### src/rtl/decode_scoreboard_if.sv
// Decode/scoreboard handshake bundle: issue request, writeback, flush in;
// stall, acknowledge and bypass selects out.
interface decode_scoreboard_if #(
  parameter int unsigned ADDR_W = 5,
  parameter int unsigned LAT_W  = 3
);
  logic              issue_valid;
  logic [ADDR_W-1:0] rs_addr;
  logic [ADDR_W-1:0] rt_addr;
  logic              rs_used;
  logic              rt_used;
  logic              dst_we;
  logic [ADDR_W-1:0] dst_addr;
  logic [LAT_W-1:0]  dst_lat;
  logic              wb_valid;
  logic [ADDR_W-1:0] wb_addr;
  logic              flush;
  logic              stall;
  logic              issue_ack;
  logic              fwd_rs;
  logic              fwd_rt;

  modport master (
    output issue_valid, rs_addr, rt_addr, rs_used, rt_used,
           dst_we, dst_addr, dst_lat, wb_valid, wb_addr, flush,
    input  stall, issue_ack, fwd_rs, fwd_rt
  );

  modport slave (
    input  issue_valid, rs_addr, rt_addr, rs_used, rt_used,
           dst_we, dst_addr, dst_lat, wb_valid, wb_addr, flush,
    output stall, issue_ack, fwd_rs, fwd_rt
  );
endinterface

### src/rtl/decode_scoreboard.sv
// Register scoreboard: per-register pending latency, hazard stall and bypass select.
// Optional macro SCOREBOARD_FWD_EN enables forwarding of results one cycle from ready.
module decode_scoreboard #(
  parameter int unsigned NUM_REGS = 32,
  parameter int unsigned ADDR_W   = 5,
  parameter int unsigned LAT_W    = 3
) (
  input logic               clk,
  input logic               rst,
  decode_scoreboard_if.slave sb
);

  localparam logic [LAT_W-1:0] HOLD = '1;

  logic [LAT_W-1:0] r_pend     [NUM_REGS];
  logic [LAT_W-1:0] w_pend_nxt [NUM_REGS];

  logic             w_rs_chk;
  logic             w_rt_chk;
  logic [LAT_W-1:0] w_rs_pend;
  logic [LAT_W-1:0] w_rt_pend;
  logic             w_rs_haz;
  logic             w_rt_haz;
  logic             w_stall;
  logic             w_ack;
  logic             w_load;

  // Register 0 and out-of-range addresses read as "never pending".
  assign w_rs_chk  = sb.rs_used && (sb.rs_addr != '0) && (32'(sb.rs_addr) < NUM_REGS);
  assign w_rt_chk  = sb.rt_used && (sb.rt_addr != '0) && (32'(sb.rt_addr) < NUM_REGS);
  assign w_rs_pend = w_rs_chk ? r_pend[sb.rs_addr] : '0;
  assign w_rt_pend = w_rt_chk ? r_pend[sb.rt_addr] : '0;

`ifdef SCOREBOARD_FWD_EN
  assign w_rs_haz  = w_rs_pend > LAT_W'(1);
  assign w_rt_haz  = w_rt_pend > LAT_W'(1);
  assign sb.fwd_rs = w_rs_pend == LAT_W'(1);
  assign sb.fwd_rt = w_rt_pend == LAT_W'(1);
`else
  assign w_rs_haz  = w_rs_pend != '0;
  assign w_rt_haz  = w_rt_pend != '0;
  assign sb.fwd_rs = 1'b0;
  assign sb.fwd_rt = 1'b0;
`endif

  assign w_stall      = sb.issue_valid && (w_rs_haz || w_rt_haz);
  assign w_ack        = sb.issue_valid && !w_stall && !sb.flush;
  assign w_load       = w_ack && sb.dst_we;
  assign sb.stall     = w_stall;
  assign sb.issue_ack = w_ack;

  // Priority per entry: flush > issue load > writeback clear > countdown.
  always_comb begin
    for (int unsigned i = 0; i < NUM_REGS; i++) begin
      w_pend_nxt[i] = r_pend[i];
      if (i != 0) begin
        if ((r_pend[i] != '0) && (r_pend[i] != HOLD))
          w_pend_nxt[i] = r_pend[i] - LAT_W'(1);
        if (sb.wb_valid && (sb.wb_addr == ADDR_W'(i)))
          w_pend_nxt[i] = '0;
        if (w_load && (sb.dst_addr == ADDR_W'(i)))
          w_pend_nxt[i] = sb.dst_lat;
      end
      if (sb.flush)
        w_pend_nxt[i] = '0;
    end
  end

  always_ff @(posedge clk or posedge rst) begin
    if (rst) begin
      for (int unsigned i = 0; i < NUM_REGS; i++)
        r_pend[i] <= '0;
    end else begin
      for (int unsigned i = 0; i < NUM_REGS; i++)
        r_pend[i] <= w_pend_nxt[i];
    end
  end

endmodule

### src/flat_wrapper.sv
// flat-port wrapper written by rule: the top's interface ports become plain ports
module decode_scoreboard_flat 
#(
  parameter int unsigned NUM_REGS = 32,
  parameter int unsigned ADDR_W   = 5,
  parameter int unsigned LAT_W    = 3
)
  (clk, rst, sb_issue_valid, sb_rs_addr, sb_rt_addr, sb_rs_used, sb_rt_used, sb_dst_we, sb_dst_addr, sb_dst_lat, sb_wb_valid, sb_wb_addr, sb_flush, sb_stall, sb_issue_ack, sb_fwd_rs, sb_fwd_rt);
  decode_scoreboard_if #(.ADDR_W(ADDR_W), .LAT_W(LAT_W)) sb_i ();
  input logic clk;
  input logic rst;
  input wire logic [$bits(sb_i.issue_valid)-1:0] sb_issue_valid;
  input wire logic [$bits(sb_i.rs_addr)-1:0] sb_rs_addr;
  input wire logic [$bits(sb_i.rt_addr)-1:0] sb_rt_addr;
  input wire logic [$bits(sb_i.rs_used)-1:0] sb_rs_used;
  input wire logic [$bits(sb_i.rt_used)-1:0] sb_rt_used;
  input wire logic [$bits(sb_i.dst_we)-1:0] sb_dst_we;
  input wire logic [$bits(sb_i.dst_addr)-1:0] sb_dst_addr;
  input wire logic [$bits(sb_i.dst_lat)-1:0] sb_dst_lat;
  input wire logic [$bits(sb_i.wb_valid)-1:0] sb_wb_valid;
  input wire logic [$bits(sb_i.wb_addr)-1:0] sb_wb_addr;
  input wire logic [$bits(sb_i.flush)-1:0] sb_flush;
  output wire logic [$bits(sb_i.stall)-1:0] sb_stall;
  output wire logic [$bits(sb_i.issue_ack)-1:0] sb_issue_ack;
  output wire logic [$bits(sb_i.fwd_rs)-1:0] sb_fwd_rs;
  output wire logic [$bits(sb_i.fwd_rt)-1:0] sb_fwd_rt;
  assign sb_i.issue_valid = sb_issue_valid;
  assign sb_i.rs_addr = sb_rs_addr;
  assign sb_i.rt_addr = sb_rt_addr;
  assign sb_i.rs_used = sb_rs_used;
  assign sb_i.rt_used = sb_rt_used;
  assign sb_i.dst_we = sb_dst_we;
  assign sb_i.dst_addr = sb_dst_addr;
  assign sb_i.dst_lat = sb_dst_lat;
  assign sb_i.wb_valid = sb_wb_valid;
  assign sb_i.wb_addr = sb_wb_addr;
  assign sb_i.flush = sb_flush;
  assign sb_stall = sb_i.stall;
  assign sb_issue_ack = sb_i.issue_ack;
  assign sb_fwd_rs = sb_i.fwd_rs;
  assign sb_fwd_rt = sb_i.fwd_rt;
  decode_scoreboard #(.NUM_REGS(NUM_REGS), .ADDR_W(ADDR_W), .LAT_W(LAT_W)) u_core (.clk(clk), .rst(rst), .sb(sb_i));
endmodule
### config.mk
export PLATFORM = sky130hd
export DESIGN_NAME = decode_scoreboard_flat
export DESIGN_NICKNAME = d
export VERILOG_FILES = /design/src/rtl/decode_scoreboard_if.sv /design/src/rtl/decode_scoreboard.sv /design/src/flat_wrapper.sv
export SDC_FILE = /design/constraint.sdc
export NUM_CORES = 1
export LEC_CHECK = 0
export CORE_MARGIN = 2
export CORE_UTILIZATION = 25
export DETAILED_ROUTE_END_ITERATION = 8
export PLACE_DENSITY = 0.46
export SLEW_MARGIN = 10
export SYNTH_ARGS = -nofsm -noshare
export SYNTH_HDL_FRONTEND = slang
export SYNTH_SLANG_ARGS = --single-unit
### constraint.sdc
create_clock -name clk -period 6.95 [get_ports clk]
set_input_delay 1.0425 -clock clk [delete_from_list [all_inputs] [get_ports clk]]
set_output_delay 1.0425 -clock clk [all_outputs]
set_load 0.01 [all_outputs]
; ---- Word level (Yosys, flattened, before mapping)
; Cells that the tools add are included.
[op_classes]
n_addsub = 31
magnitude_cmp = 2
eq_ne = 93
mux = 132
n_bitwise = 2
n_reduce_logical = 168
[op_table]
columns = operator, n
row1 = $mux W3, 130
row2 = $eq A5 B5 Y1 const B, 32
row3 = $reduce_bool A4 Y1, 31
row4 = $logic_and A1 B1 Y1, 99
row5 = $reduce_bool A3 Y1, 33
row6 = $ne A3 B3 Y1 const B, 31
row7 = $sub A3 B1 Y3 const B, 31
row8 = $eq A5 B4 Y1 const B, 16
row9 = $eq A5 B3 Y1 const B, 8
row10 = $bmux W3 S5, 2
row11 = $eq A5 B2 Y1 const B, 4
row12 = $ge A6 B6 Y1 const B, 2
row13 = $not A5 Y6, 2
row14 = $eq A5 B1 Y1 const B, 2
row15 = $reduce_bool A5 Y1, 2
row16 = $logic_not A1 Y1, 2
row17 = $logic_or A1 B1 Y1, 1
[word_totals]
regBits = 93
inputBits = 31
out_inout_bits = 4
elab_cells = 459

; ---- Longest topological paths before layout
; Gate-level depths: netlist of run 1.
[logic_depth]
depth_word = 15
mapped_depth = 10
ltp_nobuf = 7

; ---- Worst setup path before layout of run 1
; Ideal clock, no wire load.
[synth_timing]
path_type = in2out
from = input sb_rt_addr[2]
to = output sb_stall
t_arrival_ns = 3.132
required_ns = 5.907
setup_slack_ns = 2.776
cell_stages = 9
path_buffers = 2
path_cell_list = clkbuf_1 > mux4_2 > a311o_1 > o31a_1 > or4_1 > nand4b_2 > buf_4 > nand2_1 > and2_1
[synth_via]
elab_chain_len = 8
elab_cells_between_ends = 10
cone_classes = mux: 4 / bitwise: 1 / reduce/logical: 5
[synth_lines]
columns = element, line_no
row1 = start: declaration, flat_wrapper.sv:14  ; input wire logic [$bits(sb_i.rt_addr)-1:0] sb_rt_addr;
row2 = $not A5 Y6 (not written as such), decode_scoreboard.sv:32  ; assign w_rt_pend = w_rt_chk ? r_pend[sb.rt_addr] : '0;
row3 = $bmux W3 S5, decode_scoreboard.sv:32
row4 = $mux W3 (not written as such) (2 in a row), decode_scoreboard.sv:32
row5 = $mux W3 *, decode_scoreboard.sv:32
row6 = $reduce_bool A3 Y1 *, decode_scoreboard.sv:41  ; assign w_rt_haz = w_rt_pend != '0;
row7 = $logic_or A1 B1 Y1 *, decode_scoreboard.sv:46  ; assign w_stall = sb.issue_valid && (w_rs_haz || w_rt_haz);
row8 = $logic_and A1 B1 Y1 *, decode_scoreboard.sv:46
row9 = end: declaration, flat_wrapper.sv:23  ; output wire logic [$bits(sb_i.stall)-1:0] sb_stall;
; Mark *: on every way between the ends. The rest lies on a longest branch, timed or not. The select of a mux whose other input is x is not followed.

; ---- Final worst setup path of run 1
[layout_timing]
from = input sb_rs_addr[0]
to = output sb_stall
[layout_via]
elab_chain_len = 8
elab_cells_between_ends = 10
cone_classes = mux: 4 / bitwise: 1 / reduce/logical: 5
[layout_lines]
columns = element, line_no
row1 = start: declaration, flat_wrapper.sv:13  ; input wire logic [$bits(sb_i.rs_addr)-1:0] sb_rs_addr;
row2 = $not A5 Y6 (not written as such), decode_scoreboard.sv:31  ; assign w_rs_pend = w_rs_chk ? r_pend[sb.rs_addr] : '0;
row3 = $bmux W3 S5, decode_scoreboard.sv:31
row4 = $mux W3 (not written as such) (2 in a row), decode_scoreboard.sv:31
row5 = $mux W3 *, decode_scoreboard.sv:31
row6 = $reduce_bool A3 Y1 *, decode_scoreboard.sv:40  ; assign w_rs_haz = w_rs_pend != '0;
row7 = $logic_or A1 B1 Y1 *, decode_scoreboard.sv:46
row8 = $logic_and A1 B1 Y1 *, decode_scoreboard.sv:46
; Marks and branches as above.

==> run_results.csv, run 1 <==
group,metric,value,unit
setup_path,critical_path_required,5.91,ns
cts,cts_root_buf,"clkbuf_16",
sta,tightest_slew,1.03,ns
setup_path,slowest_stage,"clkdlybuf4s50_1",
setup_path,max_stage_delay,1.07,ns
global_route,met3_usage,2.76,%
setup_path,path_class,"in2out",
worst_hold_path,worstHoldPathType,"reg2reg",
routing,vias_per_cell,4.89,
global_route,antenna_found_initial,0,
floorplanning,coreArea,30500,µm²
yosys,synth_warnings,0,
routing,wl_per_cell,18.5,µm
global_route,grt_overflow_total,0,
setup_path,critPathCaptureType,"output pin",
cts,cts_resized,0,
cts,cts_buffers,9,
yosys,synth_cell_types,47,
global_route,grt_usage,14.6,%
final_layout,area_growth,12.9,%
sta,finalSetupViolCount,0,
final_layout,final_layout_size_suffix_gt1_share,8.07,%
yosys,syn_inst,824,
global_route,grt.busiest_layer,"met2",
placed_design,io_buffers,32,
sta,slew_viol_final,0,
yosys,syn_area,7710,µm²
setup_path,cp_top_family,"buffers and inverters",
routing,drtIter0Drc,428,
global_route,grt_max_degree,54,
setup_path,worstPathCellList,"clkdlybuf4s50_1, mux4_2, and2_1, o41ai_1, o41ai_4, nand2_1, and2_1, clkdlybuf4s50_1",
cts,clk_pin_slew_worst_paths,0.06,ns
routing,num_vias,6062,
sta,min_period,5.59,ns
sta,hold_viol,0,
sta,finalClockSkew,0.00664,ns
placed_design,globalplace.congestion,0.811,
yosys,syn_avg_cell_area,9.36,µm²
cts,clock_path_buffers,2,
floorplanning,boundaryPins,35,
final_layout,top_regs,"u_core.r_pend (93)",
run_status,outcome,"finished, final reports clean",
power,p_leak,4.00,nW
floorplanning,dieWidth,180,µm
final_layout,multi_input_area,4980,µm²
floorplanning,die_area,32300,µm²
global_route,grt_pass1_vias,6096,
final_layout,largest_reg_flops,93,
cts,clock-sinks,93,
yosys,ys_seq_area_share,30.2,%
final_layout,fin_util,28.5,%
sta,post-route-period-util,80.4,%
routing,antenna_left,0,
power,irDropWorstVdd,0.106,mV
final_layout,regMostFlops,"u_core.r_pend",
final_layout,final_common_cell,"mux2i_1",
run,maxCapViolCount,0,
final_layout,layout_common_cells,"125 x mux2i_1, 93 x dfrtp_1, 73 x nand2_1",
power,total_power,2.49,mW
floorplanning,start_util,25.3,%
sta,setup_tns,0,ns
setup_path,setup.worst_path.start_class,"input pin",
routing,first_pass_iters,5,
global_route,met2_usage,23.6,%
sta,timing.fmax,179,MHz
floorplanning,num_rows,64,
routing,drc_errors,0,
setup_path,crit_fanout,24,
setup_path,path_buf_inv,2,
cts,htreeDepth,3,
global_route,grt_pass1_wl,36400,µm
final_layout,fillCellCount,3212,
global_route,grtUsageMet1,19.7,%
sta,rsz0062_at_grt,"false",
final_layout,diodes,0,
cts,ctsHoldBuffers,0,
placed_design,hpwl,16900,µm
cts,cts_tree,"built",
final_layout,seqCellArea,2330,µm²
sta,slew_headroom,30.6,%
cts,clk_latency,0.35,ns
floorplanning,die_height,180,µm
setup_path,cp.arrival,4.55,ns
yosys,ys_seq_elements,93,
cts,cts_setup_buffers,0,
final_layout,layout.nets,933,
power,power.density,286,nW/µm²
routing,drt_wl_total,22900,µm
## cell families (layout without fill, tap and decap cells)
family | count (synthesis) | in the layout | share of synthesized area (%)
simple gates | 307 | 307 | 23.1
mux | 137 | 137 | 19.7
buf+inv | 104 | 122 | 5.56
flops | 93 | 93 | 30.2
compound gates | 89 | 89 | 7.78
fa+ha+maj | 62 | 62 | 10.1
xor+xnor | 31 | 31 | 3.52
other cells | 1 | 2 | 0.0486
## worst min-delay path: cells and delay by family (launching register included)
kind | cells | cell delay (ns)
simple gates | 1 | 0.08
flops | 1 | 0.41
mux | 1 | 0.06
## synthesized netlist by cell type, drive strengths merged
master  number  area [µm²]
mux2i      125        1250
dfrtp       93        2330
nand2       73         274
inv         68         255
ha          62         776
nand3       60         495
nor2        60         225
nand2b      40         250
a21oi       39         195
o211ai      32         240
xnor2       31         272
nor3        25         125
clkbuf      21        78.8
buf         15        95.1
nor4        15        93.8
mux4        12         270
nand4        9         131
nor2b        7        43.8
nor4b        6        52.6
o41ai        6        67.6
and2         3        18.8
or3          3        18.8
a211oi       2        15.0
nand4b       2        23.8
o21bai       2        15.0
a221oi       1        8.76
a311o        1        10.0
a311oi       1        8.76
a32oi        1        8.76
conb         1        3.75
o21ai        1        5.00
o311a        1        10.0
o31a         1        8.76
o31ai        1        7.51
or2          1        6.26
or3b         1        8.76
or4          1        7.51
or4b         1        10.0
## layout make-up
class / instances / area share [%]
Inverter: 68 / 2.96
Multi-Input combinational cell: 628 / 57.2
Clock buffer: 12 / 2.94
Sequential cell: 93 / 26.7
Tap cell: 396 / 5.69
Timing Repair Buffer: 40 / 4.37
Clock inverter: 2 / 0.115
## stage by stage
step           hold slack (ns)  std cells  cell area, µm²  worst slack (ns)
6_report                 0.587       1239            8710              1.36
5_1_grt                  0.627       1239            8710              1.21
4_1_cts                  0.589       1239            8710              1.34
3_5_place_dp             0.579       1225            8440              1.34
3_3_place_gp             0.570       1225            8440              1.38
2_1_floorplan            0.549        825            7720              2.78
## metal layers
layer	part of all wire (%)	vias to the layer above	wire length, µm
met5	0	-	0
met2	47	109	10700
met1	48	2991	10900
met4	2.2	0	497
li1	-	2933	-
met3	3.7	29	851
## worst paths after layout
check	from	end	slack, ns	cells past startpoint
min reg2reg	u_core.r_pend[71]	u_core.r_pend[71]	0.59	2
min in group asynchronous	rst	u_core.r_pend[58]	1.10	2
max in group asynchronous	rst	u_core.r_pend[72]	4.68	3
max	sb_rs_addr[0]	sb_stall	1.36	8
max reg2reg	u_core.r_pend[29]	u_core.r_pend[90]	3.63	8
min	u_core.r_pend[71]	u_core.r_pend[71]	0.59	2
## where the power goes
part	switching (mW)	total, mW	internal, mW	leakage, nW
registers	0.166	0.839	0.673	1.24
logic	0.652	1.17	0.520	2.63
clock network	0.222	0.480	0.258	0.134
No activity file was read; power rests on OpenSTA's default activity.
==> inputs of run 2 (changes only) <==
PLACE_DENSITY = 0.47   (was 0.46)
clock period = 4.88 ns   (was 6.95 ns; I/O delays follow)
==> run_results.csv, run 2 (synthesis results as in run 1) <==
group,metric,value,unit
sta,rsz0062_at_grt,"false",
cts,cts_buffers,9,
floorplanning,boundaryPins,35,
global_route,grt_overflow_total,0,
routing,first_pass_iters,5,
placed_design,place_area,8490,µm²
power,total_power,3.61,mW
power,power.density,410,nW/µm²
cts,clk_pin_slew_worst_paths,0.07,ns
routing,num_vias,5995,
power,p_leak,4.04,nW
placed_design,hpwl,16700,µm
floorplanning,dieWidth,180,µm
run,maxCapViolCount,0,
setup_path,cp.arrival,3.81,ns
setup_path,setup.worst_path.start_class,"input pin",
final_layout,fillCellCount,3175,
run_status,outcome,"finished, final reports clean",
routing,antenna_left,0,
setup_path,path_buf_inv,2,
setup_path,max_stage_delay,0.65,ns
sta,post-route-period-util,93.2,%
placed_design,io_buffers,32,
final_layout,layout.nets,939,
cts,cts_tree,"built",
sta,min_period,4.55,ns
cts,ctsHoldBuffers,0,
placed_design,dp_slack,0.289,ns
floorplanning,coreArea,30500,µm²
cts,cts_resized,0,
placed_design,globalplace.congestion,0.843,
setup_path,critPathCaptureType,"output pin",
final_layout,layout_common_cells,"125 x mux2i_1, 93 x dfrtp_1, 73 x nand2_1",
global_route,grt_usage,14.2,%
final_layout,area_growth,13.9,%
power,irDropWorstVdd,0.204,mV
routing,vias_per_cell,4.81,
final_layout,regMostFlops,"u_core.r_pend",
setup_path,slowest_stage,"clkdlybuf4s50_1",
sta,tightest_slew,1.03,ns
cts,cts_root_buf,"clkbuf_16",
global_route,antenna_found_initial,0,
setup_path,crit_top_cell,"clkdlybuf4s50_1",
global_route,grt_pass1_wl,35500,µm
final_layout,seqCellArea,2330,µm²
setup_path,cp_top_family,"buffers and inverters",
sta,slew_headroom,30.7,%
cts,clock_path_buffers,2,
final_layout,final_layout_size_suffix_gt1_share,9.05,%
final_layout,top_regs,"u_core.r_pend (93)",
cts,cts_setup_buffers,0,
sta,setup_tns,0,ns
global_route,grt_pass1_vias,5995,
final_layout,fin_area,8790,µm²
setup_path,worstPathCellList,"clkdlybuf4s50_1, mux4_2, a311o_1, o31a_1, or4_1, nand4b_4, nand2_1, and2_1, clkdlybuf4s50_1",
cts,clk_latency,0.36,ns
cts,htreeDepth,3,
floorplanning,die_area,32300,µm²
routing,wl_per_cell,18.0,µm
final_layout,multi_input_area,4980,µm²
final_layout,final_common_cell,"mux2i_1",
worst_hold_path,worstHoldPathType,"reg2reg",
cts,clock-sinks,93,
setup_path,path_class,"in2out",
final_layout,diodes,0,
routing,drtIter0Drc,337,
floorplanning,die_height,180,µm
sta,setup_ws,0.333,ns
setup_path,crit_fanout,6,
routing,drt_wl_total,22400,µm
final_layout,largest_reg_flops,93,
sta,finalClockSkew,0.0112,ns
sta,timing.fmax,220,MHz
routing,drc_errors,0,
floorplanning,start_util,25.3,%
sta,slew_viol_final,0,
sta,finalSetupViolCount,0,
floorplanning,num_rows,64,
setup_path,critical_path_required,4.15,ns
global_route,grt_max_degree,35,
sta,hold_viol,0,
==> run 2: cell type report <==
type	instances	share of cell area, %
Multi-Input combinational cell	628	56.7
Clock buffer	9	2.56
Tap cell	396	5.64
Clock inverter	7	0.840
Timing Repair Buffer	46	4.84
Inverter	68	2.93
Sequential cell	93	26.5
==> run 2: final timing paths <==
check	from	end	slack, ns	cells after the start
setup reg to reg	u_core.r_pend[35]	u_core.r_pend[90]	1.58	8
max in group asynchronous	rst	u_core.r_pend[75]	3.31	3
hold reg to reg	u_core.r_pend[65]	u_core.r_pend[65]	0.58	2
setup / recovery	sb_rt_addr[1]	sb_stall	0.33	9
hold / removal	u_core.r_pend[65]	u_core.r_pend[65]	0.58	2
min in group asynchronous	rst	u_core.r_pend[16]	0.75	2
==> run 2: layer usage <==
| metal | vias to the layer above | track usage [%] | share of wire, % | routed length (µm) |
|---|---|---|---|---|
| li1 | 2957 | - | - | - |
| met1 | 2905 | 18.6 | 47 | 10400 |
| met2 | 101 | 22.9 | 47 | 10500 |
| met3 | 32 | 2.37 | 3.1 | 702 |
| met4 | 0 | 6.54 | 3.6 | 813 |
| met5 | - | 0 | 0 | 0 |
==> run 2: report_power, final <==
group	total (mW)	internal, mW	switching (mW)
combinational	1.67	0.745	0.929
sequential	1.19	0.958	0.236
clock	0.739	0.401	0.339
==> run 2: stage by stage <==
| step | utilization, % | std cells | hold slack (ns) |
|---|---|---|---|
| after floorplan | - | 825 | 0.549 |
| after global placement | 27.8 | 1231 | 0.567 |
| after detailed placement | 27.8 | 1231 | 0.570 |
| after CTS | 28.8 | 1247 | 0.581 |
| after global routing | 28.8 | 1247 | 0.611 |
| final | 28.8 | 1247 | 0.577 |
==> run 2: worst min-delay path, cell delays in order, from the launching register on <==
cell,delay (ns)
dfrtp_1,0.41
nand3_1,0.07
mux2i_1,0.06
